[config.mk]
export PLATFORM = sky130hd
export DESIGN_NAME = blink_control
export DESIGN_NICKNAME = d
export VERILOG_FILES = /design/src/rtl/blink_control.sv
export SDC_FILE = /design/constraint.sdc
export NUM_CORES = 1
export LEC_CHECK = 0
export CORE_MARGIN = 10
export CORE_UTILIZATION = 45
export CTS_CLUSTER_SIZE = 10
export DETAILED_ROUTE_END_ITERATION = 8
export PLACE_DENSITY = 0.65
export SKIP_LAST_GASP = 1
export SLEW_MARGIN = 20
export SYNTH_ARGS = -nofsm -noshare
export SYNTH_HDL_FRONTEND = slang
export SYNTH_SLANG_ARGS = --single-unit
[constraint.sdc]
create_clock -name clk -period 1.4 [get_ports clk]
set_clock_uncertainty 0.1 [all_clocks]
set_input_delay 0.28 -clock clk [delete_from_list [all_inputs] [get_ports clk]]
set_output_delay 0.28 -clock clk [all_outputs]
set_load 0.005 [all_outputs]
[src/rtl/blink_control.sv]
// blink_control: two active-low push-buttons drive an LED bank.
// button_0 cycles the display mode OFF -> SOLID -> BLINK -> CHASE -> OFF.
// button_1 toggles between the normal and fast animation rates.
// Each raw button is synchronised (2 flops) and debounced before use.
module blink_control #(
  parameter int LED_W    = 3,
  parameter int CLK_DIV  = 8,
  parameter int DEBOUNCE = 4
) (
  input  logic             clk,
  input  logic             rst,
  input  logic             button_0,
  input  logic             button_1,
  output logic [LED_W-1:0] led,
  output logic [1:0]       mode,
  output logic             fast
);

  // Debounce counter only has to reach DEBOUNCE.
  localparam int DB_W = $clog2(DEBOUNCE + 1);
  // Fast rate halves the period but never drops below one cycle.
  localparam int P_FAST = ((CLK_DIV >> 1) > 1) ? (CLK_DIV >> 1) : 1;
  localparam int TK_W   = $clog2(CLK_DIV);

  localparam logic [DB_W-1:0] DB_LAST  = DB_W'(DEBOUNCE - 1);
  localparam logic [TK_W-1:0] TOP_NORM = TK_W'(CLK_DIV - 1);
  localparam logic [TK_W-1:0] TOP_FAST = TK_W'(P_FAST - 1);

  typedef enum logic [1:0] {
    MODE_OFF   = 2'd0,
    MODE_SOLID = 2'd1,
    MODE_BLINK = 2'd2,
    MODE_CHASE = 2'd3
  } mode_e;

  // Index 0 is button_0 (mode), index 1 is button_1 (rate).
  logic [1:0]            r_sync1;
  logic [1:0]            r_sync2;
  logic [1:0]            r_deb;
  logic [1:0]            r_deb_d;
  logic [1:0][DB_W-1:0]  r_db_cnt;

  mode_e                 r_mode;
  logic                  r_fast;
  logic [TK_W-1:0]       r_tick_cnt;
  logic                  r_phase;
  logic [LED_W-1:0]      r_pattern;
  logic [LED_W-1:0]      r_led;

  logic [1:0]            w_press;
  logic                  w_change;
  logic                  w_tick;
  logic                  w_enter_blink;
  logic                  w_enter_chase;

  // LED drive value for a given mode and animation state.
  function automatic logic [LED_W-1:0] f_led_value(
    input mode_e            m,
    input logic             ph,
    input logic [LED_W-1:0] pat
  );
    logic [LED_W-1:0] v;
    case (m)
      MODE_OFF:   v = {LED_W{1'b0}};
      MODE_SOLID: v = {LED_W{1'b1}};
      MODE_BLINK: v = {LED_W{ph}};
      MODE_CHASE: v = pat;
      default:    v = {LED_W{1'b0}};
    endcase
    return v;
  endfunction

  // Synchronise the raw pins and debounce them into stable levels.
  always_ff @(posedge clk) begin
    if (rst) begin
      r_sync1  <= 2'b11;
      r_sync2  <= 2'b11;
      r_deb    <= 2'b11;
      r_deb_d  <= 2'b11;
      r_db_cnt <= '0;
    end else begin
      r_sync1 <= {button_1, button_0};
      r_sync2 <= r_sync1;
      r_deb_d <= r_deb;
      for (int b = 0; b < 2; b++) begin
        if (r_sync2[b] != r_deb[b]) begin
          if (r_db_cnt[b] == DB_LAST) begin
            r_deb[b]    <= r_sync2[b];
            r_db_cnt[b] <= {DB_W{1'b0}};
          end else begin
            r_db_cnt[b] <= r_db_cnt[b] + DB_W'(1);
          end
        end else begin
          r_db_cnt[b] <= {DB_W{1'b0}};
        end
      end
    end
  end

  // Press events, tick strobe and mode-entry strobes.
  always_comb begin
    // A press is the debounced level falling 1 -> 0 (buttons are active-low).
    w_press       = r_deb_d & ~r_deb;
    w_change      = w_press[0] | w_press[1];
    w_tick        = (r_tick_cnt == (r_fast ? TOP_FAST : TOP_NORM));
    w_enter_blink = w_press[0] & (r_mode == MODE_SOLID);
    w_enter_chase = w_press[0] & (r_mode == MODE_BLINK);
  end

  // Mode FSM, rate flag, tick counter, animation state and LED register.
  always_ff @(posedge clk) begin
    if (rst) begin
      r_mode     <= MODE_OFF;
      r_fast     <= 1'b0;
      r_tick_cnt <= {TK_W{1'b0}};
      r_phase    <= 1'b1;
      r_pattern  <= {{(LED_W-1){1'b0}}, 1'b1};
      r_led      <= {LED_W{1'b0}};
    end else begin
      if (w_press[0]) begin
        case (r_mode)
          MODE_OFF:   r_mode <= MODE_SOLID;
          MODE_SOLID: r_mode <= MODE_BLINK;
          MODE_BLINK: r_mode <= MODE_CHASE;
          MODE_CHASE: r_mode <= MODE_OFF;
          default:    r_mode <= MODE_OFF;
        endcase
      end else begin
        r_mode <= r_mode;
      end

      r_fast <= r_fast ^ w_press[1];

      // Any mode or rate change restarts the period so the next tick is a full P away.
      if (w_change || w_tick) begin
        r_tick_cnt <= {TK_W{1'b0}};
      end else begin
        r_tick_cnt <= r_tick_cnt + TK_W'(1);
      end

      if (w_enter_blink) begin
        r_phase <= 1'b1;
      end else if (w_tick) begin
        r_phase <= ~r_phase;
      end else begin
        r_phase <= r_phase;
      end

      if (w_enter_chase) begin
        r_pattern <= {{(LED_W-1){1'b0}}, 1'b1};
      end else if (w_tick) begin
        r_pattern <= {r_pattern[LED_W-2:0], r_pattern[LED_W-1]};
      end else begin
        r_pattern <= r_pattern;
      end

      r_led <= f_led_value(r_mode, r_phase, r_pattern);
    end
  end

  assign led  = r_led;
  assign mode = r_mode;
  assign fast = r_fast;

endmodule

# Word-level counts from Yosys, hierarchy flattened
# Index checks and enable logic that the tools add are counted.
# W data, S select, Z words.
[totals] reg_bits=27 latchBits=0 ramBits=0 mem_bits_ro=0 inputBits=4 elab_cells=45 n_memories=0
[classes] addsub=3 multipliers=0 n_div=0 magnitude_cmp=0 n_eq_ne=8 n_shift=0 n_mux=3 bitwise=9 reduce_logical=9
[op_table] op="$pmux W3 S4" n=1
[op_table] op="$add A3 B1 Y3 const B" n=3
[op_table] op="$pmux W2 S4" n=1
[op_table] op="$eq A3 B2 Y1 const B" n=2
[op_table] op="$reduce_or A2 Y1" n=3
[op_table] op="$reduce_or A3 Y1" n=2
[op_table] op="$eq A2 B2 Y1 const B" n=2
[op_table] op="$reduce_and A2 Y1" n=2
[op_table] op="$eq A3 B3 Y1" n=1
[op_table] op="$mux W3" n=1
[op_table] op="$not A1 Y1" n=3
[op_table] op="$and A1 B1 Y1" n=2
[op_table] op="$and A2 B2 Y2" n=1
[op_table] op="$eq A2 B1 Y1 const B" n=1
[op_table] op="$logic_not A2 Y1" n=1
[op_table] op="$ne A1 B1 Y1" n=2
[op_table] op="$not A2 Y2" n=1
[op_table] op="$logic_or A1 B1 Y1" n=1
[op_table] op="$or A1 B1 Y1" n=1
[op_table] op="$xor A1 B1 Y1" n=1

# Longest topological paths before layout
[logic_depth] ltp_word=5 ltp_mapped=5 ltp_nobuf=4

# Worst setup path before layout
# Ideal clock, no wire load.
[synth_path] kind="register to register" startpoint="register r_db_cnt[0] (netlist name)" endpoint="register r_db_cnt[0] (netlist name)" setup_ns=0.063 t_arrival_ns=1.159 required_time_ns=1.237 setup_slack_ns=0.078 stages_incl_launch_ff=5 cell_sequence="dfxtp_1 ha_1 ha_1 or3_4 nor2_2"
[synth_between] elab_chain_cells=2 elab_cells_between_ends=3 cone_classes="add/sub: 1; eq/ne: 1; reduce/logical: 1"
[synth_rtl] element="start: declaration" line_no="41" text="logic [1:0][DB_W-1:0] r_db_cnt;"
[synth_rtl] element="start signal: indexed assignment" line_no="89" text="r_db_cnt[b] <= {DB_W{1'b0}};"
[synth_rtl] element="start signal: indexed assignment" line_no="91" text="r_db_cnt[b] <= r_db_cnt[b] + DB_W'(1);"
[synth_rtl] element="start signal: indexed assignment" line_no="94" text="r_db_cnt[b] <= {DB_W{1'b0}};"
[synth_rtl] element="parallel branches: the longest is 2 deep, another holds $add A3 B1 Y3"
# Several ways; the timed one is not identified.
# A chain may end at the register's enable or synchronous reset.

# Worst setup path after layout
[layout_path] startpoint="register r_db_cnt[3] (netlist name)" endpoint="register r_deb[1]"
[layout_between] elab_chain_cells=2
[layout_rtl] element="$eq A3 B2 Y1" line_no="87" text="if (r_db_cnt[b] == DB_LAST) begin"
[layout_rtl] element="$reduce_and A2 Y1 (no line)"
[layout_rtl] element="end signal: indexed assignment" line_no="88" text="r_deb[b] <= r_sync2[b];"
[layout_rtl] element="end: declaration" line_no="39" text="logic [1:0] r_deb;"
# Every way passes these cells.

==> impl_results.md <==
* Status: finished clean
* DRC errors left at 0
* Rel. slew slack at around four fifths
* GRT Total Usage at approximately 7.1%
* WP data arrival at 1.44 ns
* YS warnings at 0
* Max Cap Viol at 0
* Met1 Use GR at between 7 and 8%
* Worst-case clock buffer depth at 2
* Die Y at 69.16 um
* Critical path fanouts, max at 2
* Average wire per standard cell at roughly 11 um
* Largest net degree at the start of global routing at 15
* GR Util met2 at about an eighth
* Fin. Hold Viols at 0
* Hpwl dp at 1.229 mm
* DR vias at between 700 and 800
* Pre-CTS setup slack at -0.1930 ns
* Htree depth at 1
* Mapped Cells at 105
* CP bufs+invs at 1
* Fill cells at approximately 220
* Slew Limit Fails at 0
* CTS Buf Count at 3
* Synth Area per Inst at between 10 and 15 um^2
* GR Util met3 at under 10%
* CP cell instances: ha_1, ha_1, buf_4, a211o_1
* Hold slack at 0.3081 ns
* Mapped Nets at about 120
* Final core area utilization at between 50% and 60%
* Worst hold-check path type: flop to flop
* Die area at roughly 4800 um^2
* Clock transition at path regs at 0.13 ns
* Synth cell types at 29
* Peak VDD IR at between 0.0007 and 0.0008 V
* Final wirelength at ~1.6 mm
* Pwr Total at 1.183 mW
* Clock latency on the worst-skew pair at approximately 0.31 ns
* Layout Cells excl Fill at ~150
* RSZ-0062 raised after global routing: true
* Vias in the first global route at 725
* Boundary Pins at 10
* Worst-Margin Slew at about 0.3 ns
* Crit. End Element: flop
* Commonest non-fill, non-tap cells in the layout: dfxtp_1, buf_4, inv_1
* Ant. Diodes at 0
* Seq/Total Area, Yosys at between 40% and 50%
* Design Area, Final at ~1300 um^2
* Period Utilization, post-route at around 94%
* Placed Area at 1251 um^2
* WP data required at 1.52 ns
* Critical path type: flop to flop
* Initial antenna violation count at 0
* Max Freq at about 760 MHz
* Nets at approximately 140
* Die width at slightly below 70 um
* #FFs+latches synth at 27
* Critical path's top delay family: adder cells
* Busiest grt layer: met2
* First-pass GRT wire length at approximately 3 mm
* Post-route worst setup slack at 0.08444 ns
* Most frequent CP cell: ha_1
* Placed Instances at around 150
* Worst Setup Start Kind: flop
* I/O Buffers at 9
* Starting Density at 48.22%
* TritonRoute pass-1 iters at 2
* Gr ovfl total at 0
* PwrDens at ~900 nW/um^2
* FP Rows at 17
* Initial drt markers at 33
* Leak Pwr at approximately 0.55 nW
* Setup violators final at 0
* Synthesized area at 1087 um^2
* Slowest stage delay, CP at between 0.3 and 0.4 ns
* Routability-driven placement congestion ratio at about 0.7
* Final TNS setup at 0 ns
* Routed Antenna Nets at 0
* Placeable Area at ~2300 um^2
* Hold-fix buffers at CTS at 0
* Commonest non-fill, non-tap cell in the layout: dfxtp_1
* Share of cells above drive strength 1 at between 30% and 40%
* TritonCTS Sinks at 27
* Crit-path slowest cell: dfxtp_2
* CTS tree: done
* Layout Area Growth over Synthesis at 20.83%
* Tmin final at between 1 and 1.5 ns
* Clock root buffer: clkbuf_4
* Post-DR vias/cell at around 4.8
metal layers:
| metal | routed length [um] | share of wire (%) |
|---|---|---|
| met5 | 0 | 0 |
| met4 | 10 | 0.61 |
| met3 | 103 | 6.3 |
| met2 | 793 | 48 |
| met1 | 734 | 45 |
registers in the layout, indices dropped and copies added (netlist names):
signal / flops
r_deb: 2
r_sync2: 2
r_deb_d: 2
r_pattern: 3
led: 3
r_tick_cnt: 3
r_db_cnt: 6
r_sync1: 2
fast: 1
r_phase: 1
mode: 2
final cells by class:
cell class | count | area (um^2) | area share [%]
tap | 28 | 35.03 | 2.667
multi-input combinational | 67 | 523.0 | 39.81
sequential | 27 | 549.3 | 41.81
clock buffer | 4 | 26.28 | 2.000
timing repair buffer | 18 | 150.1 | 11.43
inverter | 8 | 30.03 | 2.286
cell families (layout without fill, tap and decap cells):
group           Yosys count  in the layout  synth area share, %
simple gates             34             34                19.79
flops                    27             27                49.71
compound gates           17             17                9.666
buf+inv                  11             30                4.027
fa+ha+maj                 9              9                10.36
xor+xnor                  6              6                5.524
mux                       1              1               0.9206
cells in the mapped netlist:
| cell type | n | area share (%) |
|---|---|---|
| a211o_1 | 2 | 1.6 |
| a211oi_1 | 1 | 0.69 |
| a21boi_1 | 2 | 1.4 |
| a21oi_1 | 7 | 3.2 |
| and3_1 | 1 | 0.58 |
| buf_2 | 2 | 0.92 |
| clkbuf_1 | 1 | 0.34 |
| dfxtp_1 | 27 | 50 |
| ha_1 | 9 | 10 |
| inv_1 | 8 | 2.8 |
| mux2i_1 | 1 | 0.92 |
| nand2_1 | 3 | 1.0 |
| nand3_1 | 3 | 1.4 |
| nor2_1 | 7 | 2.4 |
| nor2_2 | 4 | 2.3 |
| nor2b_1 | 3 | 1.7 |
| nor2b_2 | 1 | 0.81 |
| nor4_2 | 2 | 2.3 |
| nor4b_2 | 1 | 1.4 |
| o211ai_1 | 1 | 0.69 |
| o21ai_0 | 2 | 0.92 |
| o21ai_1 | 1 | 0.46 |
| o21bai_1 | 1 | 0.69 |
| or2_2 | 6 | 3.5 |
| or2_4 | 1 | 0.81 |
| or3_1 | 1 | 0.58 |
| or3_4 | 1 | 1.0 |
| xnor2_1 | 5 | 4.0 |
| xor2_2 | 1 | 1.5 |
path summary, 6_finish.rpt:
path | start | to | slack [ns] | cells after the start
worst max-delay path | r_db_cnt[3] | r_deb[1] | 0.08 | 4
worst min-delay path | r_db_cnt[3] | r_db_cnt[3] | 0.31 | 1
worst max register to register | r_db_cnt[3] | r_deb[1] | 0.08 | 4
worst min register to register | r_db_cnt[3] | r_db_cnt[3] | 0.31 | 1
repair_timing:
action	CTS	global route
gates resized for setup	11	7
buffers inserted	2	0
gates cloned	0	0
pin swaps	0	3
endpoints found under the setup margin	7	13
report_power, final:
part           internal, mW  total (mW)  switching (mW)
clock                 0.111       0.324           0.212
sequential            0.783       0.792         0.00954
combinational        0.0384      0.0670          0.0286
(Power assumes the default switching activity.)
